## src/rtl/sdram_seq_pkg.sv

```systemverilog
// Shared types for the SDRAM init/refresh sequencer: command encoding and FSM states.
package sdram_seq_pkg;

    typedef struct packed {
        logic cs_n;
        logic ras_n;
        logic cas_n;
        logic we_n;
    } sdr_cmd_t;

    localparam sdr_cmd_t CMD_NOP = 4'b1111;
    localparam sdr_cmd_t CMD_PRE = 4'b0010;
    localparam sdr_cmd_t CMD_REF = 4'b0001;
    localparam sdr_cmd_t CMD_LMR = 4'b0000;

    typedef enum logic [3:0] {
        PWRUP, PRE, WAIT_RP, REF, WAIT_RFC, LMR, WAIT_MRD, IDLE, R_REF, R_WAIT
    } seq_state_t;

    function automatic int max3(input int a, input int b, input int c);
        int m;
        m = (a > b) ? a : b;
        return (m > c) ? m : c;
    endfunction

endpackage

```

## src/rtl/sdram_seq_timer.sv

```systemverilog
// Loadable down-counter with zero flag; parks at zero until reloaded.
module sdram_seq_timer #(
    parameter int W       = 10,
    parameter int RST_VAL = 0
) (
    input  logic         clk,
    input  logic         reset,
    input  logic         load,
    input  logic [W-1:0] load_val,
    output logic         zero
);

    logic [W-1:0] cnt;

    // NOTE: sequential state uses non-blocking assignments so every register samples pre-edge values.
    always_ff @(posedge clk) begin
        if (reset)
            cnt <= W'(RST_VAL);
        else if (load)
            cnt <= load_val;
        else if (cnt != '0)
            cnt <= cnt - 1'b1;
    end

    assign zero = (cnt == '0);

endmodule

```

## src/rtl/sdram_init_refresh_sequencer.sv

```systemverilog
// SDRAM power-up init sequencer with auto-refresh scheduling.
// Periodic refresh is built only when SDRAM_PERIODIC_REFRESH_EN is defined.
module sdram_init_refresh_sequencer
    import sdram_seq_pkg::*;
#(
    parameter int                T_PWR_CYC    = 505,
    parameter int                T_RP         = 2,
    parameter int                T_RFC        = 7,
    parameter int                N_INIT_REF   = 2,
    parameter int                T_MRD        = 2,
    parameter int                ADDR_W       = 13,
    parameter logic [ADDR_W-1:0] MODE_REG     = 13'h033,
    parameter int                REF_INTERVAL = 780
) (
    input  logic              clk,
    input  logic              reset,
    output logic              sdr_cs_n,
    output logic              sdr_ras_n,
    output logic              sdr_cas_n,
    output logic              sdr_we_n,
    output logic [ADDR_W-1:0] sdr_addr,
    output logic [1:0]        sdr_ba,
    output logic              sdr_init_done,
    output logic              ref_req,
    input  logic              ref_gnt,
    output logic              seq_busy,
    output logic              ref_overrun
);

    localparam int TMR_W  = $clog2(max3(T_PWR_CYC, T_RFC, REF_INTERVAL) + 1);
    localparam int NREF_W = $clog2(N_INIT_REF + 1);
    localparam logic [ADDR_W-1:0] ADDR_PRE_ALL = ADDR_W'(1 << 10);

    seq_state_t        state, state_next;
    sdr_cmd_t          cmd_q, cmd_next;
    logic [ADDR_W-1:0] addr_next;
    logic              tmr_load, tmr_zero;
    logic [TMR_W-1:0]  tmr_val;
    logic [NREF_W-1:0] init_ref_cnt;
    logic              ref_grant;

    sdram_seq_timer #(.W(TMR_W), .RST_VAL(T_PWR_CYC)) u_timer (
        .clk      (clk),
        .reset    (reset),
        .load     (tmr_load),
        .load_val (tmr_val),
        .zero     (tmr_zero)
    );

    // NOTE: every always_comb output gets a default first so no path infers a latch.
    always_comb begin
        state_next = state;
        tmr_load   = 1'b0;
        tmr_val    = '0;
        cmd_next   = CMD_NOP;
        addr_next  = '0;
        case (state)
            PWRUP:    if (tmr_zero) state_next = PRE;
            PRE:      begin tmr_load = 1'b1; tmr_val = TMR_W'(T_RP - 1);  state_next = WAIT_RP;  end
            WAIT_RP:  if (tmr_zero) state_next = REF;
            REF:      begin tmr_load = 1'b1; tmr_val = TMR_W'(T_RFC - 1); state_next = WAIT_RFC; end
            WAIT_RFC: if (tmr_zero)
                          state_next = (init_ref_cnt == NREF_W'(N_INIT_REF)) ? LMR : REF;
            LMR:      begin tmr_load = 1'b1; tmr_val = TMR_W'(T_MRD - 1); state_next = WAIT_MRD; end
            WAIT_MRD: if (tmr_zero) state_next = IDLE;
            IDLE:     if (ref_grant) state_next = R_REF;
            R_REF:    begin tmr_load = 1'b1; tmr_val = TMR_W'(T_RFC - 1); state_next = R_WAIT;   end
            R_WAIT:   if (tmr_zero) state_next = IDLE;
            default:  state_next = PWRUP;
        endcase
        // Outputs are registered from the state being entered so they line up with it.
        case (state_next)
            PRE:        begin cmd_next = CMD_PRE; addr_next = ADDR_PRE_ALL; end
            REF, R_REF: cmd_next = CMD_REF;
            LMR:        begin cmd_next = CMD_LMR; addr_next = MODE_REG; end
            default:    ;
        endcase
    end

    always_ff @(posedge clk) begin
        if (reset) begin
            state         <= PWRUP;
            cmd_q         <= CMD_NOP;
            sdr_addr      <= '0;
            sdr_init_done <= 1'b0;
            seq_busy      <= 1'b1;
            init_ref_cnt  <= '0;
        end else begin
            state         <= state_next;
            cmd_q         <= cmd_next;
            sdr_addr      <= addr_next;
            sdr_init_done <= sdr_init_done | (state_next == IDLE);
            seq_busy      <= (state_next != IDLE);
            if (state == REF)
                init_ref_cnt <= init_ref_cnt + 1'b1;
        end
    end

    assign {sdr_cs_n, sdr_ras_n, sdr_cas_n, sdr_we_n} = cmd_q;
    assign sdr_ba = 2'b00;

`ifdef SDRAM_PERIODIC_REFRESH_EN
    localparam int REF_W = $clog2(REF_INTERVAL);

    logic [REF_W-1:0] ref_cnt;
    logic             ref_expire;

    // Expiry fires on the edge the counter lands on REF_INTERVAL-1, so ref_req rises with it.
    assign ref_expire = sdr_init_done && (ref_cnt == REF_W'(REF_INTERVAL - 2));
    assign ref_grant  = (state == IDLE) && ref_req && ref_gnt;

    always_ff @(posedge clk) begin
        if (reset) begin
            ref_cnt     <= '0;
            ref_req     <= 1'b0;
            ref_overrun <= 1'b0;
        end else begin
            if (!sdr_init_done || ref_cnt == REF_W'(REF_INTERVAL - 1))
                ref_cnt <= '0;
            else
                ref_cnt <= ref_cnt + 1'b1;
            if (ref_expire) begin
                ref_req <= 1'b1;
                if (ref_req && !ref_grant)
                    ref_overrun <= 1'b1;
            end else if (ref_grant) begin
                ref_req <= 1'b0;
            end
        end
    end
`else
    logic unused_ref_gnt;

    assign unused_ref_gnt = ref_gnt;
    assign ref_grant      = 1'b0;
    assign ref_req        = 1'b0;
    assign ref_overrun    = 1'b0;
`endif

endmodule

```

## config.mk

```make
export PLATFORM = sky130hd
export DESIGN_NAME = sdram_init_refresh_sequencer
export DESIGN_NICKNAME = d
export VERILOG_FILES = /design/src/rtl/sdram_seq_pkg.sv /design/src/rtl/sdram_seq_timer.sv /design/src/rtl/sdram_init_refresh_sequencer.sv
export SDC_FILE = /design/constraint.sdc
export NUM_CORES = 1
export LEC_CHECK = 0
export CAP_MARGIN = 10
export CORE_UTILIZATION = 55
export CTS_BUF_LIST = sky130_fd_sc_hd__clkbuf_4
export DETAILED_ROUTE_END_ITERATION = 12
export HOLD_SLACK_MARGIN = 0.08
export PLACE_DENSITY_LB_ADDON = 0.1
export SETUP_SLACK_MARGIN = 0.15
export SYNTH_ARGS = -nofsm -noshare
export SYNTH_HDL_FRONTEND = slang
export SYNTH_SLANG_ARGS = --single-unit
```

## constraint.sdc

```tcl
create_clock -name clk -period 3.4 [get_ports clk]
set_input_delay 1.02 -clock clk [delete_from_list [all_inputs] [get_ports clk]]
set_output_delay 1.02 -clock clk [all_outputs]
set_load 0.05 [all_outputs]
```

==> impl_metrics.py, run 1 <==
metrics = {
    "global_routing": {
        "first_pass_grt_wire_length_um": 3640,
        "grt_pass1_vias": 839,
        "grt_util_all_layers": 0.186,
        "grt_overflow_total": 0,
        "grt_antenna_before_repair": 0,
        "maximum_number_of_pins_on_one_net_before_global_route_repair": 17,
    },
    "worst_setup_path": {
        "worst_setup_path_end_kind": "primary output",
        "critical_path_rt_ps": 2380,
        "reg2reg_setup_slack_ps": 1480,
        "worst-endpoint-arrival_ps": 1510,
        "number_of_buffer_and_inverter_instances_along_the_worst_setup_path": 1,
        "max_stage_delay_ps": 820,
        "critical_path.top_delay_family": "buffers and inverters",
        "setup.worst_path.class": "reg -> out",
        "worst_path_max_delay_cell": "clkdlybuf4s50_1",
        "worstPathMaxFanout": 4,
        "start_kind": "flip-flop",
        "path_cells": "clkdlybuf4s50_1",
    },
    "drt": {
        "drc": 0,
        "post_detailed_route_wirelength_per_cell_um": 12.2,
        "detailedRoute.firstIterationViolations": 22,
        "via_total_after_detailed_routing": 901,
        "ant_nets": 0,
        "drt_pass1_iterations": 4,
        "totalWireLength_um": 2070,
        "vias_per_cell": 5.30,
    },
    "timing": {
        "setup-violations-final": 0,
        "timing.final.crit_period_ps": 2530,
        "finalHoldViolCount": 0,
        "grt_setup_unrepaired": "no",
        "slew_violations": 0,
        "worst_clock_skew_ps": 6.92,
        "finalCritPeriodShare": 0.744,
        "fmaxAchievable_mhz": 395,
        "timing.setup.tns_ps": 0,
    },
    "cts": {
        "post_cts_resized": 0,
        "cts_buffers": 3,
        "maximum_root_to_sink_buffer_count": 2,
        "post-cts-setup-buffers": 0,
        "clk_pin_slew_ps": 130,
        "clock-root-buffer": "clkbuf_4",
        "worst_skew_pair.late_latency_ps": 300,
        "clkSinkCount": 23,
        "tritoncts_clock_tree": "done",
        "hold_buffers_post_cts": 0,
        "htreeDepth": 1,
    },
    "cells_and_area": {
        "final_cell_mix": "dfxtp_1 (23), conb_1 (12), clkdlybuf4s50_1 (12)",
        "mostFrequentLayoutCell": "dfxtp_1",
        "filler_cell_count": 182,
        "n_antenna_cell": 0,
        "area_growth_syn_to_fin_pct": 6.95,
        "num-nets-final": 150,
        "post_route_cells_drive_above_1_share": 0.0839,
        "instances_no_fill": 170,
    },
    "logic_synthesis": {
        "synth-edff-count": 0,
        "mean_syn_cell_area_um2": 9.06,
        "synth.yosys.seq_area_share": 0.376,
        "async_flop_share": 0,
        "netlist_instances": 135,
        "synthesis.yosys.warnings": 0,
        "synth_seq_cells": 23,
        "synth.lib_cells_used.distinct": 43,
        "ys_dominant_reg_cell": "dfxtp_1",
        "syn-cell-area_mm2": 0.00122,
    },
    "power_and_ir_drop": {
        "clock_power_share": 0.264,
        "power.net_switching_mw": 0.130,
        "power.ir.vdd_worst_v": 0.000216,
        "power_density_mw_per_mm2": 354,
        "comb_power_share": 0.126,
        "power.share.switching": 0.280,
        "power.static_leakage_nw": 0.510,
        "finalPower_mw": 0.463,
        "power_frac_seq": 0.610,
        "cell_internal_pwr_mw": 0.333,
    },
    "placement": {
        "port_buffers": 12,
        "gp_congestion": 0.860,
        "hpwl_um": 1490,
        "post-place-cells": 166,
    },
    "floorplan": {
        "initial_utilization": 0.605,
        "die_h_um": 49.2,
        "design.core.area_mm2": 0.00202,
        "pin_count": 26,
        "fp.dieW_um": 49.2,
        "row_count": 16,
        "die-area_mm2": 0.00242,
    },
    "worst_hold_path": {
        "worst_min_delay_path_category": "reg -> reg",
    },
    "status": {
        "outcome": "finished, final reports clean",
    },
    "run": {
        "drv.max_cap_violation_count": 0,
    },
}
-- cell usage after synthesis (3+ instances only) --
cell,count,area share
inv_1,8,0.025
nor4_1,3,0.015
nand2_1,5,0.015
buf_4,16,0.098
a21oi_1,6,0.025
dfxtp_1,23,0.38
nand3_1,4,0.016
nor2b_1,4,0.020
xnor2_1,6,0.043
o21bai_1,7,0.043
nor2_1,10,0.031
nor3_1,5,0.020
ha_1,3,0.031
-- area by class of cell --
class	count	area [um^2]	share of cell area
Timing Repair Buffer	13	128	0.0975
Sequential cell	23	460	0.352
Tap cell	27	33.8	0.0258
Inverter	8	30.0	0.0229
Clock buffer	3	22.5	0.0172
Clock inverter	1	5.00	0.00382
Multi-Input combinational cell	95	629	0.481
-- cells by family after synthesis --
logic type / Yosys count / synth area share
simple gates: 44 / 0.213
other cells: 1 / 0.00306
compound gates: 28 / 0.177
buf+inv: 28 / 0.143
flops: 23 / 0.376
fa+ha+maj: 3 / 0.0307
xor+xnor: 8 / 0.0573
-- worst paths after layout --
| path | start | endpoint | cells after the start |
|---|---|---|---|
| min | sdr_init_done | sdr_init_done | 2 |
| max reg2reg | u_timer.cnt[0] | sdr_cas_n | 7 |
| min reg2reg | sdr_init_done | sdr_init_done | 2 |
| max | sdr_addr[5] | sdr_addr[0] | 1 |
-- metrics by stage --
| stage | utilization | hold WS [ps] | setup slack (ps) | cell area [um^2] |
|---|---|---|---|---|
| floorplan | - | 482 | 1450 | 1260 |
| global placement | 0.634 | 454 | 986 | 1280 |
| detailed placement | 0.634 | 462 | 972 | 1280 |
| CTS | 0.647 | 481 | 857 | 1310 |
| global route | 0.647 | 517 | 803 | 1310 |
| finish | 0.647 | 474 | 871 | 1310 |
-- power by group through the flow --
| stage | Combinational, mW | Clock, mW | Sequential [mW] |
|---|---|---|---|
| 6_report | 0.0584 | 0.122 | 0.282 |
| 5_1_grt | 0.0622 | 0.142 | 0.283 |
| 4_1_cts | 0.0580 | 0.127 | 0.282 |
| 3_5_place_dp | 0.0579 | 0 | 0.288 |
| 3_3_place_gp | 0.0569 | 0 | 0.288 |
| 2_1_floorplan | 0.0614 | 0 | 0.287 |
-- registers in the layout (all words and copies together) (netlist names) --
signal         flops
sdr_cas_n          1
sdr_cs_n           1
u_timer.cnt       10
sdr_we_n           1
init_ref_cnt       2
sdr_init_done      1
state              4
sdr_addr           2
seq_busy           1
-- layer usage --
layer,wire length [um],up-vias,track usage
li1,-,459,-
met1,991,412,0.255
met2,986,28,0.313
met3,78,2,0.0187
met4,10,0,0.0392
met5,0,-,0
(Power assumes the default switching activity.)
==> run 2: changes to the inputs <==
--- a/config.mk
+++ b/config.mk
@@ -6,7 +6,7 @@
 export NUM_CORES = 1
 export LEC_CHECK = 0
 export CAP_MARGIN = 10
-export CORE_UTILIZATION = 55
+export CORE_UTILIZATION = 52
 export CTS_BUF_LIST = sky130_fd_sc_hd__clkbuf_4
 export DETAILED_ROUTE_END_ITERATION = 12
 export HOLD_SLACK_MARGIN = 0.08
==> constraint.sdc (replaced) <==
create_clock -name clk -period 2.6 [get_ports clk]
set_input_delay 0.78 -clock clk [delete_from_list [all_inputs] [get_ports clk]]
set_output_delay 0.78 -clock clk [all_outputs]
set_load 0.05 [all_outputs]
==> run 2 against run 1 <==
Hold slack improved by 4.2 ps. Core utilization fell by 5.4 points. Die area rose by 5.5%. Non-clock buffer count did not move. Setup slack got worse by 550 ps. Count of clock-buffer cells in the layout rose by 1. Final cell count rose by 0.59%. Design area rose by 0.29%. Clock skew fell by 5.1 ps. Routed wire length fell by 5.3%. Critical endpoint is now sdr_addr[1].
==> impl_metrics.py, run 2 (synthesized netlist as in run 1, its figures left out) <==
metrics = {
    "timing": {
        "setup_slack_ps": 324,
        "grt_setup_unrepaired": "no",
        "slew_violations": 0,
        "fmaxAchievable_mhz": 439,
        "timing.final.crit_period_ps": 2280,
        "max_slew_margin": 0.668,
        "timing_worst_slew_pin_value_ps": 496,
        "setup-violations-final": 0,
        "finalCritPeriodShare": 0.875,
        "worst_clock_skew_ps": 1.78,
        "finalHoldViolCount": 0,
        "timing.setup.tns_ps": 0,
        "worst_hold_slack_ps": 478,
    },
    "cells_and_area": {
        "final_cell_mix": "dfxtp_1 (23), conb_1 (12), clkdlybuf4s50_1 (12)",
        "fin_area_mm2": 0.00131,
        "post_route_cells_drive_above_1_share": 0.0839,
        "largest-register": "u_timer.cnt",
        "n_antenna_cell": 0,
        "top_regs": "u_timer.cnt (10), state (4)",
        "mostFrequentLayoutCell": "dfxtp_1",
        "num-nets-final": 150,
        "flip_flop_count_of_the_largest_register_all_copies_and_words_added": 10,
        "area_growth_syn_to_fin_pct": 7.26,
    },
    "cts": {
        "htreeDepth": 1,
        "clk_pin_slew_ps": 120,
        "tritoncts_clock_tree": "done",
        "worst_skew_pair.late_latency_ps": 310,
        "post-cts-setup-buffers": 0,
        "clock-root-buffer": "clkbuf_4",
        "cts_buffers": 3,
        "post_cts_resized": 0,
        "maximum_root_to_sink_buffer_count": 2,
        "hold_buffers_post_cts": 0,
        "clkSinkCount": 23,
    },
    "drt": {
        "vias_per_cell": 5.19,
        "detailedRoute.firstIterationViolations": 10,
        "drc": 0,
        "ant_nets": 0,
        "post_detailed_route_wirelength_per_cell_um": 11.4,
        "drt_pass1_iterations": 4,
        "totalWireLength_um": 1960,
        "via_total_after_detailed_routing": 888,
    },
    "power_and_ir_drop": {
        "power.ir.vdd_worst_v": 0.000361,
        "power.static_leakage_nw": 0.511,
        "power_density_mw_per_mm2": 470,
    },
    "worst_hold_path": {
        "worst_min_delay_path_category": "reg -> reg",
    },
    "worst_setup_path": {
        "worst_setup_path_end_kind": "primary output",
        "worst-endpoint-arrival_ps": 1500,
        "critical_path.top_delay_family": "buffers and inverters",
        "worstPathMaxFanout": 4,
        "reg2reg_setup_slack_ps": 730,
        "start_kind": "flip-flop",
        "max_stage_delay_ps": 810,
        "number_of_buffer_and_inverter_instances_along_the_worst_setup_path": 1,
        "path_cells": "clkdlybuf4s50_1",
        "critical_path_rt_ps": 1820,
        "setup.worst_path.class": "reg -> out",
        "worst_path_max_delay_cell": "clkdlybuf4s50_1",
    },
    "floorplan": {
        "pin_count": 26,
        "initial_utilization": 0.553,
        "design.core.area_mm2": 0.00221,
        "row_count": 17,
        "die_h_um": 50.5,
        "fp.dieW_um": 50.5,
        "die-area_mm2": 0.00255,
    },
    "global_routing": {
        "grt_pass1_vias": 768,
        "grt_util_all_layers": 0.181,
        "first_pass_grt_wire_length_um": 3460,
        "grt_overflow_total": 0,
        "maximum_number_of_pins_on_one_net_before_global_route_repair": 17,
        "grt_antenna_before_repair": 0,
    },
    "placement": {
        "hpwl_um": 1450,
        "place_worst_setup_slack_ps": 418,
        "dpl-instance-area_mm2": 0.00128,
        "port_buffers": 12,
        "gp_congestion": 0.820,
    },
    "run": {
        "drv.max_cap_violation_count": 0,
    },
    "status": {
        "outcome": "finished, final reports clean",
    },
}
-- run 2: worst paths after layout --
path / to / startpoint / cells past startpoint
setup reg to reg: sdr_cas_n / u_timer.cnt[0] / 7
hold / removal: sdr_init_done / sdr_init_done / 2
hold reg to reg: sdr_init_done / sdr_init_done / 2
setup / recovery: sdr_addr[1] / sdr_addr[5] / 1
-- run 2: metal layers --
metal,global-route usage,routed length [um]
met1,0.239,976
met2,0.276,875
met3,0.0636,87
met4,0.0556,17
met5,0,0
-- run 2: final cells by class --
type                    instances  area [um^2]
fillers                       205          900
well taps                      28         35.0
repair buffers                 13          128
flip-flops and latches         23          460
clock buffers                   4         30.0
inverters                       8         30.0
multi-input cells              95          629
-- run 2: through the flow --
| stage | cells | power (mW) | utilization |
|---|---|---|---|
| 3_5_place_dp | 167 | 0.452 | 0.580 |
| 4_1_cts | 171 | 0.621 | 0.593 |
| 6_report | 171 | 0.616 | 0.593 |
| 3_3_place_gp | 167 | 0.451 | 0.580 |
| 5_1_grt | 171 | 0.643 | 0.593 |
| 2_1_floorplan | 146 | 0.455 | - |
-- run 2: tightest hold or removal path: cells and delay by family (launching register included) --
family / cells / cell delay, ps
buf+inv: 1 / 40
compound gates: 1 / 70
flops: 1 / 330
-- run 2: report_power, final --
group | leakage (nW) | switching [mW] | internal, mW
Combinational | 0.306 | 0.0573 | 0.0181
Sequential | 0.187 | 0.00852 | 0.360
Clock | 0.0184 | 0.102 | 0.0704
Total | 0.511 | 0.168 | 0.449
==> run 3: changes to the inputs <==
--- a/config.mk
+++ b/config.mk
@@ -9,9 +9,10 @@
 export CORE_UTILIZATION = 52
 export CTS_BUF_LIST = sky130_fd_sc_hd__clkbuf_4
 export DETAILED_ROUTE_END_ITERATION = 12
-export HOLD_SLACK_MARGIN = 0.08
+export GPL_TIMING_DRIVEN = 0
 export PLACE_DENSITY_LB_ADDON = 0.1
 export SETUP_SLACK_MARGIN = 0.15
+export SLEW_MARGIN = 10
 export SYNTH_ARGS = -nofsm -noshare
 export SYNTH_HDL_FRONTEND = slang
 export SYNTH_SLANG_ARGS = --single-unit
==> run 3 against run 2 <==
Combinational power rose by 19%. Routed wire length rose by 9.9%. Sequential power barely moved. First-iteration DRC count did not move.
==> impl_metrics.py, run 3 (synthesized netlist as in run 1, its figures left out) <==
metrics = {
    "placement": {
        "gp_congestion": 0.842,
        "port_buffers": 12,
        "post-place-cells": 186,
        "hpwl_um": 1610,
    },
    "cts": {
        "clk_pin_slew_ps": 130,
        "clkSinkCount": 23,
        "post_cts_resized": 0,
        "htreeDepth": 1,
        "tritoncts_clock_tree": "done",
        "post-cts-setup-buffers": 0,
        "cts_buffers": 3,
        "hold_buffers_post_cts": 0,
        "worst_skew_pair.late_latency_ps": 310,
        "maximum_root_to_sink_buffer_count": 2,
        "clock-root-buffer": "clkbuf_4",
    },
    "worst_setup_path": {
        "number_of_buffer_and_inverter_instances_along_the_worst_setup_path": 2,
        "reg2reg_setup_slack_ps": 690,
        "critical_path.top_delay_family": "buffers and inverters",
        "critical_path_rt_ps": 1820,
        "max_stage_delay_ps": 780,
        "setup.worst_path.class": "reg -> out",
        "worst_setup_path_end_kind": "primary output",
        "worstPathMaxFanout": 4,
        "worst-endpoint-arrival_ps": 1590,
        "worst_path_max_delay_cell": "clkdlybuf4s50_1",
        "start_kind": "flip-flop",
        "path_cells": "buf_4 > clkdlybuf4s50_1",
    },
    "timing": {
        "worst_hold_slack_ps": 487,
        "slew_violations": 0,
        "timing.final.crit_period_ps": 2370,
        "fmaxAchievable_mhz": 421,
        "finalCritPeriodShare": 0.913,
        "setup-violations-final": 0,
        "grt_setup_unrepaired": "no",
        "worst_clock_skew_ps": 2.54,
        "finalHoldViolCount": 0,
        "timing.setup.tns_ps": 0,
    },
    "worst_hold_path": {
        "worst_min_delay_path_category": "reg -> reg",
    },
    "global_routing": {
        "grt_antenna_before_repair": 0,
        "grt_pass1_vias": 909,
        "grt_overflow_total": 0,
        "maximum_number_of_pins_on_one_net_before_global_route_repair": 13,
        "first_pass_grt_wire_length_um": 3740,
        "grt_util_all_layers": 0.192,
    },
    "drt": {
        "via_total_after_detailed_routing": 982,
        "route.met2.wl_um": 1040,
        "totalWireLength_um": 2150,
        "ant_nets": 0,
        "post_detailed_route_wirelength_per_cell_um": 11.3,
        "drc": 0,
        "route.layer.met1.wl_um": 1000,
        "top_signal_layer_used": "met4",
        "met3RoutedLength_um": 79,
        "drt_pass1_iterations": 4,
        "vias_per_cell": 5.17,
        "detailedRoute.firstIterationViolations": 10,
    },
    "floorplan": {
        "initial_utilization": 0.553,
        "design.core.area_mm2": 0.00221,
        "die_h_um": 50.5,
        "fp.dieW_um": 50.5,
        "row_count": 17,
        "pin_count": 26,
        "die-area_mm2": 0.00255,
    },
    "cells_and_area": {
        "flip_flop_count_of_the_largest_register_all_copies_and_words_added": 10,
        "top_regs": "u_timer.cnt (10), state (4)",
        "largest-register": "u_timer.cnt",
        "area_growth_syn_to_fin_pct": 18.5,
        "final_cell_mix": "dfxtp_1 (23), buf_4 (16), conb_1 (12), clkdlybuf4s50_1 (12), nor2_1 (10)",
        "num-nets-final": 169,
        "mostFrequentLayoutCell": "dfxtp_1",
        "post_route_cells_drive_above_1_share": 0.185,
        "instances_no_fill": 190,
        "n_antenna_cell": 0,
    },
    "status": {
        "outcome": "finished, final reports clean",
    },
    "power_and_ir_drop": {
        "power_density_mw_per_mm2": 439,
        "power.ir.vdd_worst_v": 0.000275,
        "power.static_leakage_nw": 0.610,
    },
    "run": {
        "drv.max_cap_violation_count": 0,
    },
}
-- run 3: cell types whose count changed in the layout (fill, tap and decap cells not counted), sizes merged --
cell	before	now
buf	1	19
clkbuf	4	5
-- run 3: path summary, 6_finish.rpt --
kind                        end           start  depth (start not counted)
setup / recovery    sdr_addr[1]     sdr_addr[5]                          2
hold / removal    sdr_init_done   sdr_init_done                          2
setup reg to reg      sdr_cas_n  u_timer.cnt[0]                          8
hold reg to reg   sdr_init_done   sdr_init_done                          2
-- run 3: worst min-delay path, cell delays in order (launching register included) --
cell and delay (ps):
dfxtp_1 330, inv_1 40, o21ai_0 70
-- run 3: per-stage QoR --
step / instance area [um^2] / power, mW / utilization / setup WS, ps
finish: 1450 / 0.636 / 0.656 / 226
global route: 1450 / 0.657 / 0.656 / 167
CTS: 1450 / 0.636 / 0.656 / 213
detailed placement: 1420 / 0.466 / 0.642 / 160
global placement: 1420 / 0.464 / 0.642 / 193
floorplan: 1260 / 0.455 / - / 847
-- run 3: cell type report --
| class | instances | area (um^2) |
|---|---|---|
| fill | 200 | 762 |
| multi-input combinational | 95 | 629 |
| sequential | 23 | 460 |
| buffer | 20 | 145 |
| timing repair buffer | 12 | 120 |
| tap | 28 | 35.0 |
| clock buffer | 4 | 30.0 |
| inverter | 8 | 30.0 |
-- run 3: report_power, final --
part	switching, mW	internal (mW)
Combinational	0.0598	0.0298
Clock	0.107	0.0703
Sequential	0.00857	0.360
Total	0.176	0.460
-- run 3: layer usage --
| metal | track usage | up-vias |
|---|---|---|
| met1 | 0.235 | 453 |
| met2 | 0.318 | 24 |
| met5 | 0 | - |
| met4 | 0.106 | 0 |
| li1 | - | 501 |
| met3 | 0.0303 | 4 |
